==> src/rtl/io_pkg.sv <==
// rtl/io_pkg.sv - shared address map and parameter checks for io_port_bank
package io_pkg;

   localparam int ADDR_W      = 4;
   localparam int IN_BASE     = 0;
   localparam int OUT_BASE    = 8;
   localparam int STATUS_ADDR = 15;

   // Legal configurations: 1..8 inputs that fit in one status word, 1..7 outputs, 4-bit map
   function automatic bit params_ok(input int width, input int num_in,
                                    input int num_out, input int addr_w);
      return (num_in >= 1) && (num_in <= 8) && (num_in <= width) &&
             (num_out >= 1) && (num_out <= 7) && (addr_w == ADDR_W);
   endfunction

endpackage

==> src/rtl/io_sync.sv <==
// rtl/io_sync.sv - WIDTH-bit two-flop synchroniser, async active-low reset
module io_sync #(
   parameter int WIDTH = 8
) (
   input  logic             clk,
   input  logic             i_rst_n,
   input  logic [WIDTH-1:0] i_d,
   output logic [WIDTH-1:0] o_q
);

   logic [WIDTH-1:0] r_meta;
   logic [WIDTH-1:0] r_sync;

   // two-stage capture of the asynchronous board inputs
   always_ff @(posedge clk or negedge i_rst_n) begin
      if (!i_rst_n) begin
         r_meta <= '0;
         r_sync <= '0;
      end else begin
         r_meta <= i_d;
         r_sync <= r_meta;
      end
   end

   assign o_q = r_sync;

endmodule

==> src/rtl/io_port_bank.sv <==
// rtl/io_port_bank.sv - memory-mapped input/output port bank; IO_IRQ_EN adds change flags, mask and irq
module io_port_bank #(
   parameter int WIDTH   = 8,
   parameter int NUM_IN  = 4,
   parameter int NUM_OUT = 4,
   parameter int ADDR_W  = io_pkg::ADDR_W
) (
   input  logic                     clk,
   input  logic                     reset,
   input  logic [ADDR_W-1:0]        addr,
   input  logic                     we,
   input  logic                     re,
   input  logic [WIDTH-1:0]         wdata,
   output logic [WIDTH-1:0]         rdata,
   input  logic [NUM_IN*WIDTH-1:0]  in_bus,
   output logic [NUM_OUT*WIDTH-1:0] out_bus,
   output logic                     irq
);

   import io_pkg::*;

   if (!params_ok(WIDTH, NUM_IN, NUM_OUT, ADDR_W)) begin : g_bad_params
      $error("io_port_bank: WIDTH/NUM_IN/NUM_OUT/ADDR_W out of range");
   end

   logic [NUM_IN-1:0][WIDTH-1:0]  w_sync;
   logic [NUM_OUT-1:0][WIDTH-1:0] r_out;
   logic [WIDTH-1:0]              r_rdata;
   logic [WIDTH-1:0]              w_rd_val;

   // one synchroniser per input port
   for (genvar i = 0; i < NUM_IN; i++) begin : g_sync
      io_sync #(.WIDTH(WIDTH)) u_sync (
         .clk     (clk),
         .i_rst_n (reset),
         .i_d     (in_bus[i*WIDTH +: WIDTH]),
         .o_q     (w_sync[i])
      );
   end

`ifdef IO_IRQ_EN
   logic [NUM_IN-1:0][WIDTH-1:0] r_prev;
   logic [NUM_IN-1:0]            r_flag;
   logic [NUM_IN-1:0]            r_mask;
   logic                         r_irq;
   logic [NUM_IN-1:0]            w_change;
   logic [NUM_IN-1:0]            w_clr;
   logic                         w_status_sel;

   assign w_status_sel = (addr == ADDR_W'(STATUS_ADDR));

   // per-port change: synchronised value differs from last cycle's value
   always_comb begin
      w_change = '0;
      for (int i = 0; i < NUM_IN; i++) begin
         w_change[i] = (w_sync[i] != r_prev[i]);
      end
   end

   // a status read clears only the flags it actually returned
   assign w_clr = (re && w_status_sel) ? r_flag : '0;

   // previous-value register for change detection
   always_ff @(posedge clk or negedge reset) begin
      if (!reset) r_prev <= '0;
      else        r_prev <= w_sync;
   end

   // sticky flags; a new change beats a simultaneous clear
   always_ff @(posedge clk or negedge reset) begin
      if (!reset) r_flag <= '0;
      else        r_flag <= (r_flag & ~w_clr) | w_change;
   end

   // interrupt mask loaded from the low bits of a status write
   always_ff @(posedge clk or negedge reset) begin
      if (!reset)                  r_mask <= '0;
      else if (we && w_status_sel) r_mask <= wdata[NUM_IN-1:0];
   end

   // registered level interrupt
   always_ff @(posedge clk or negedge reset) begin
      if (!reset) r_irq <= 1'b0;
      else        r_irq <= |(r_flag & r_mask);
   end

   assign irq = r_irq;
`else
   assign irq = 1'b0;
`endif

   // read mux: inputs, output read-back, status; unmapped addresses give 0
   always_comb begin
      w_rd_val = '0;
      for (int i = 0; i < NUM_IN; i++) begin
         if (addr == ADDR_W'(IN_BASE + i)) w_rd_val = w_sync[i];
      end
      for (int j = 0; j < NUM_OUT; j++) begin
         if (addr == ADDR_W'(OUT_BASE + j)) w_rd_val = r_out[j];
      end
`ifdef IO_IRQ_EN
      if (w_status_sel) w_rd_val = WIDTH'(r_flag);
`endif
   end

   // output port registers
   always_ff @(posedge clk or negedge reset) begin
      if (!reset) begin
         r_out <= '0;
      end else if (we) begin
         for (int j = 0; j < NUM_OUT; j++) begin
            if (addr == ADDR_W'(OUT_BASE + j)) r_out[j] <= wdata;
         end
      end
   end

   // read data register, held between reads; sees pre-write value on we+re
   always_ff @(posedge clk or negedge reset) begin
      if (!reset)  r_rdata <= '0;
      else if (re) r_rdata <= w_rd_val;
   end

   assign rdata   = r_rdata;
   assign out_bus = r_out;

endmodule

==> config.mk <==
export PLATFORM = sky130hd
export DESIGN_NAME = io_port_bank
export DESIGN_NICKNAME = d
export VERILOG_FILES = /design/src/rtl/io_pkg.sv /design/src/rtl/io_sync.sv /design/src/rtl/io_port_bank.sv
export SDC_FILE = /design/constraint.sdc
export NUM_CORES = 1
export LEC_CHECK = 0
export ABC_AREA = 1
export CORE_MARGIN = 5
export CORE_UTILIZATION = 53
export CTS_CLUSTER_DIAMETER = 60
export DETAILED_ROUTE_END_ITERATION = 16
export PLACE_DENSITY = 0.89
export SYNTH_ARGS = -nofsm -noshare
export SYNTH_HDL_FRONTEND = slang
export SYNTH_SLANG_ARGS = --single-unit
==> constraint.sdc <==
create_clock -name clk -period 2.11 [get_ports clk]
set_input_delay 0.3165 -clock clk [delete_from_list [all_inputs] [get_ports clk]]
set_output_delay 0.3165 -clock clk [all_outputs]
set_load 0.1 [all_outputs]
==> results.tsv, run 1 <==
metric	value	unit
synth_fa_ha_area_frac	0	
period_share	0.8685	
fin_crit	1833	ps
hpwl	6152	µm
skew	9.487	ps
status	finished, final reports clean	
grt_first_pass_wirelength	13790	µm
coreArea	0.006869	mm²
cp_cell_sequence	clkdlybuf4s50_1 -> nor2_4 -> nand3_1 -> nor2_1 -> nor2_1 -> nand4_1 -> nand2_1 -> nand2_1	
ir_drop	529.7	µV
cts_setup_buffers	0	
syn_area	0.003776	mm²
seqCellArea	0.002603	mm²
crit_arrival	2140	ps
cap_violations	0	
utilization	0.7051	
viasPerCell	5.264	
ys_ff_latch	104	
area_growth	28.26	%
layout_common_cells	dfrtp_1 (104), nand2_1 (71), buf_4 (47)	
crit_buf_inv	1	
synthMuxAreaShare	0	
grt_max_degree	49	
cp_slowest_cell	clkdlybuf4s50_1	
die_w	94.41	µm
clock.fmax	545.7	MHz
pwr_density_cell	1076	mW/mm²
syn_inst	335	
ios	89	
layout_commonest_cell	dfrtp_1	
gr-total-overflow	0	
layout.nets	479	
finalWirelength	8587	µm
yosys.area.top_type_share	0.6892	
rsz0062_at_grt	no	
clkTransAtPathRegs	100	ps
clk_latency	360	ps
cts_sinks	104	
final_hold_viol_count	0	
cp.required	2410	ps
root_buffer	clkbuf_8	
start_util	0.5497	
p_leak	2.340	nW
critPathMaxFanout	25	
grt_pass1_vias	2857	
die-area	0.008913	mm²
n_antenna_cell	0	
synthesis.nets	383	
fillCellCount	458	
post-place-ws	-341.3	ps
ys_seq_area_frac	0.6892	
ys_top_cells_by_area	dfrtp_1 (69%), nand2_1 (7.1%), nand3_1 (4.4%)	
slew_headroom	0.6604	
via_count	2795	
drt_iter0_markers	228	
tightest_slew	507.5	ps
synth_cell_types	22	
min_path_type	flop to flop	
drc	0	
finalHoldWorstSlack	354.6	ps
antenna_found_initial	0	
cts_tree	built	
wl_per_cell	16.17	µm
critPathLaunchType	input port	
ctsLongestPathBuffers	2	
synth_top_family_by_area	simple AND/OR/NAND/NOR gates	
die_y	94.41	µm
ys_warn_count	0	
cp-end-kind	flop	
port_buffers	87	
timing.final.ws_setup	277.5	ps
syn-mean-instance-area	11.27	µm²
synth_simple_gate_area_frac	0.1769	
report.final.slew_viol_count	0	
critPathKind	input port to flop	
crit_family	simple AND/OR/NAND/NOR gates	
track_usage	0.2075	
max_stage_delay	460	ps
synth-xor-area-share	0	
drive_above_1_share	0.2161	
setup_viol	0	
antenna_left	0	
num_rows	30	
cts_inserted_buffers	9	
synth_compound_area_frac	0.08217	
firstDrtPassIters	5	
place.gp.congestion	0.8726	
synth_top_area_cell	dfrtp_1	
multi_input_area	987.2	µm²
htreeDepth	3	
## area by class of cell
| cell class | count | share of cell area |
|---|---|---|
| Sequential cell | 104 | 0.5373 |
| Multi-Input combinational cell | 191 | 0.2038 |
| Clock inverter | 6 | 0.01111 |
| Clock buffer | 9 | 0.02557 |
| Timing Repair Buffer | 95 | 0.1741 |
| Tap cell | 96 | 0.02480 |
| Inverter | 30 | 0.02325 |
## layer usage
metal / up-vias / global-route usage / wire [µm]
li1: 1281 / - / -
met1: 1319 / 0.2579 / 3351
met2: 154 / 0.3191 / 4102
met3: 41 / 0.06056 / 740
met4: 0 / 0.1324 / 392
met5: - / 0 / 0
## kinds of logic after synthesis
logic type | Yosys count
AOI/OAI and AO/OA | 48
buffers and inverters | 40
DFF | 104
other | 1
and+or+nand+nor | 142
## worst paths after layout
kind	start	endpoint	slack (ps)	cells past startpoint
worst max-delay path	addr[3]	rdata[1]$_DFFE_PN0P_	280	8
worst min-delay path	g_sync[0].u_sync.r_meta[7]$_DFF_PN0_	g_sync[0].u_sync.o_q[7]$_DFF_PN0_	350	0
worst max register to register	g_sync[2].u_sync.o_q[1]$_DFF_PN0_	rdata[1]$_DFFE_PN0P_	1070	6
worst min register to register	g_sync[0].u_sync.r_meta[7]$_DFF_PN0_	g_sync[0].u_sync.o_q[7]$_DFF_PN0_	350	0
max in group asynchronous	reset	g_sync[2].u_sync.o_q[2]$_DFF_PN0_	1050	3
min in group asynchronous	reset	g_sync[0].u_sync.r_meta[0]$_DFF_PN0_	420	2
## state kept, by name, summed over array words and instances (netlist names)
signal                cells
out_bus                  32
rdata                     8
g_sync.u_sync.o_q        32
g_sync.u_sync.r_meta     32
## synth_stat cells (all sizes together)
| library cell | number |
|---|---|
| buf | 10 |
| nand2 | 77 |
| nand4 | 8 |
| nor2 | 21 |
| conb | 1 |
| nand3 | 34 |
| a31oi | 8 |
| nor3 | 2 |
| o21ai | 40 |
| inv | 29 |
| dfrtp | 104 |
| clkinv | 1 |
## report_power, final
group	internal [mW]	switching [mW]	leakage, nW
Clock	0.443	0.677	0.0882
Combinational	0.367	1.37	0.994
Sequential	2.20	0.160	1.26
Total	3.01	2.21	2.34
## timing repair
action,in CTS,in global routing
gates resized for setup,0,1
hold buffers,1,0
endpoints found under the setup margin,0,8
hold endpoints to repair,32,0
## per-stage QoR
step | cells | total power, mW | cell area [µm²] | TNS (ps)
6_report | 531 | 5.212 | 4843 | 0
5_1_grt | 531 | 5.397 | 4843 | 0
4_1_cts | 531 | 5.234 | 4838 | 0
3_5_place_dp | 515 | 4.121 | 4651 | -2628
3_3_place_gp | 515 | 4.092 | 4651 | -1510
2_1_floorplan | 335 | 3.630 | 3776 | 0
No activity file was read; power rests on OpenSTA's default activity.
==> run 2: changes to the inputs <==
--- a/config.mk
+++ b/config.mk
@@ -11,6 +11,7 @@
 export CTS_CLUSTER_DIAMETER = 60
 export DETAILED_ROUTE_END_ITERATION = 16
 export PLACE_DENSITY = 0.89
+export SKIP_LAST_GASP = 1
 export SYNTH_ARGS = -nofsm -noshare
 export SYNTH_HDL_FRONTEND = slang
 export SYNTH_SLANG_ARGS = --single-unit
==> results of run 2 <==
The final DEF is identical to that of run 1; final timing and power are the same.
==> RTL change, RTL diff (config.mk and constraints of run 1) <==
Add an input register stage for `in_bus`, without a reset; this delays it by one clock. The other inputs are not delayed to match.
--- a/src/rtl/io_port_bank.sv
+++ b/src/rtl/io_port_bank.sv
@@ -21,2 +21,8 @@
 
+   logic [NUM_IN*WIDTH-1:0] in_bus_q;
+
+   always_ff @(posedge clk) begin
+      in_bus_q <= in_bus;
+   end
+
    if (!params_ok(WIDTH, NUM_IN, NUM_OUT, ADDR_W)) begin : g_bad_params
@@ -35,3 +41,3 @@
          .i_rst_n (reset),
-         .i_d     (in_bus[i*WIDTH +: WIDTH]),
+         .i_d     (in_bus_q[i*WIDTH +: WIDTH]),
          .o_q     (w_sync[i])
Function: changed (a bounded check fails within 4 cycles, from zero or initial values and one cycle with reset low).
==> RTL change against run 1 <==
Clock power grew to 2.6 times the old value. Sequential power rose by 28%. Sequential cell count rose by 32. Synthesized area is 17% higher. Worst setup slack better by 200 ps. Cell area increased by 22%. Wire length grew 7.3%. Fmax increased by 12%. Die area grew 15%. Global-route usage decreased by 1.3 points. Power rose by 47%.
==> RTL change: results (changes against run 1) <==
| Metric | Value |
|---|---|
| Ys Warns | `0 (unchanged)` |
| Clk slew on worst S/H paths | `60 ps (-40 ps)` |
| Ys async rst share | `0.765 (-0.235)` |
| Placer Congestion | `0.886 (+1.5%)` |
| First-pass GRT wire length | `15,200 microns (+9.9%)` |
| Fraction of the mapped netlist area in adder cells | `0 (unchanged)` |
| Total GRT Usage | `0.195 (-0.0130)` |
| Max H-tree Level | `4 (+1)` |
| Initial antenna violation count | `0 (unchanged)` |
| Post-synth top cells | `104 x dfrtp_1, 71 x nand2_1, 33 x nand3_1` |
| Worst hold path class | `in2reg` |
| Antenna Cells | `0 (unchanged)` |
| Worst slew margin | `0.655 (-0.00565)` |
| Critical path fanouts, max | `10 (-60%)` |
| LEAKAGE | `0.00282 uW (+21%)` |
| Status | `finished, final reports clean` |
| Cts repair resizes | `0 (unchanged)` |
| Multiplexer share of the synthesized area | `0 (unchanged)` |
| Sequential area share after synthesis | `0.734 (+0.0451)` |
| Postcts setup bufs | `0 (unchanged)` |
| Number of distinct library cells after synthesis | `23 (+4.5%)` |
| Final wirelength | `9220 microns (+7.3%)` |
| DR iter-0 viols | `227 (-0.44%)` |
| Final worst clock skew | `7.04 ps (-2.45 ps)` |
| First-pass iteration count of the detailed router | `6 (+1)` |
| Layout fillers | `535 (+17%)` |
| Final HPWL DP | `6260 microns (+1.8%)` |
| Post-synthesis xor/xnor area fraction | `0 (unchanged)` |
| Hold Buf Count CTS | `1 (unchanged)` |
| Main area contributors after synthesis | `dfrtp_1 59%, dfxtp_1 15%, nand2_1 6.0%` |
| TritonCTS Buffers | `17 (+8)` |
| Vias in the first global route | `3,108 (+8.8%)` |
| Worst skew pair latency | `500 ps (+140 ps)` |
| Syn nets | `415 (+8.4%)` |
| Final #Nets | `519 (+8.4%)` |
| Worst vdd ir | `0.900 mV (+70%)` |
| CP Data Arrival Time | `2030 ps (-110 ps)` |
| Compound-Gate Fraction of Synth Area | `0.0703 (-0.0119)` |
| PortBufs | `87 (unchanged)` |
| Clock Tree Buf Depth | `2 (unchanged)` |
| Pin count of the biggest net entering global routing | `40 (-18%)` |
| Vias/cell | `5.06 (-3.8%)` |
| Root cell of the clock tree | `clkbuf_8` |
| Ratio of cells with drive above 1 in the final layout | `0.229 (+0.0132)` |
## RTL change: metal layers
metal  part of all wire  up-vias  global-route usage
li1                   -     1404                   -
met1               0.41     1415               0.238
met2               0.49      151               0.323
met3              0.089       11              0.0640
met4              0.012        0              0.0716
met5                  0        -                   0
## RTL change: area by class of cell
class	count	area, sq um	area share
repair buffers	95	843	0.142
clock inverters	13	150	0.0254
flip-flops and latches	136	3240	0.548
inverters	30	113	0.0190
clock buffers	19	453	0.0765
well taps	105	131	0.0222
multi-input cells	191	987	0.167
## RTL change: per-stage QoR
stage                     hold WS [ps]  setup TNS (ps)  area [sq um]  std cells  worst slack (ps)
after floorplan                   20.9               0          4420        367               759
after global placement             239           -1440          5300        556              -183
after detailed placement           246           -2160          5300        556              -299
after CTS                          228               0          5920        589               214
after global routing               227               0          5920        589               336
final                              253               0          5920        589               475
## RTL change: critical path, stage by stage
cell             delay [ps]
clkdlybuf4s50_1         700
nand2_1                 160
nor2_4                  300
inv_2                   120
o21ai_0                 230
inv_1                    70
nand2_1                  70
nand2_1                  50
## RTL change: where the power goes
| part | leakage, uW | internal, uW | switching, uW |
|---|---|---|---|
| sequential | 0.00153 | 2840 | 169 |
| combinational | 0.000993 | 368 | 1360 |
| clock | 0.000301 | 1820 | 1130 |
## RTL change: path summary, 6_finish.rpt
check / start / to / slack, ps / depth (start not counted)
min in group asynchronous: reset / out_bus[0] / 270 / 2
hold / removal: in_bus[12] / in_bus_q[12] / 250 / 1
hold reg to reg: in_bus_q[14] / g_sync[1].u_sync.r_meta[6] / 330 / 0
setup / recovery: addr[1] / rdata[3] / 470 / 8
max in group asynchronous: reset / g_sync[3].u_sync.o_q[1] / 1270 / 3
setup reg to reg: g_sync[2].u_sync.o_q[2] / rdata[2] / 1100 / 6
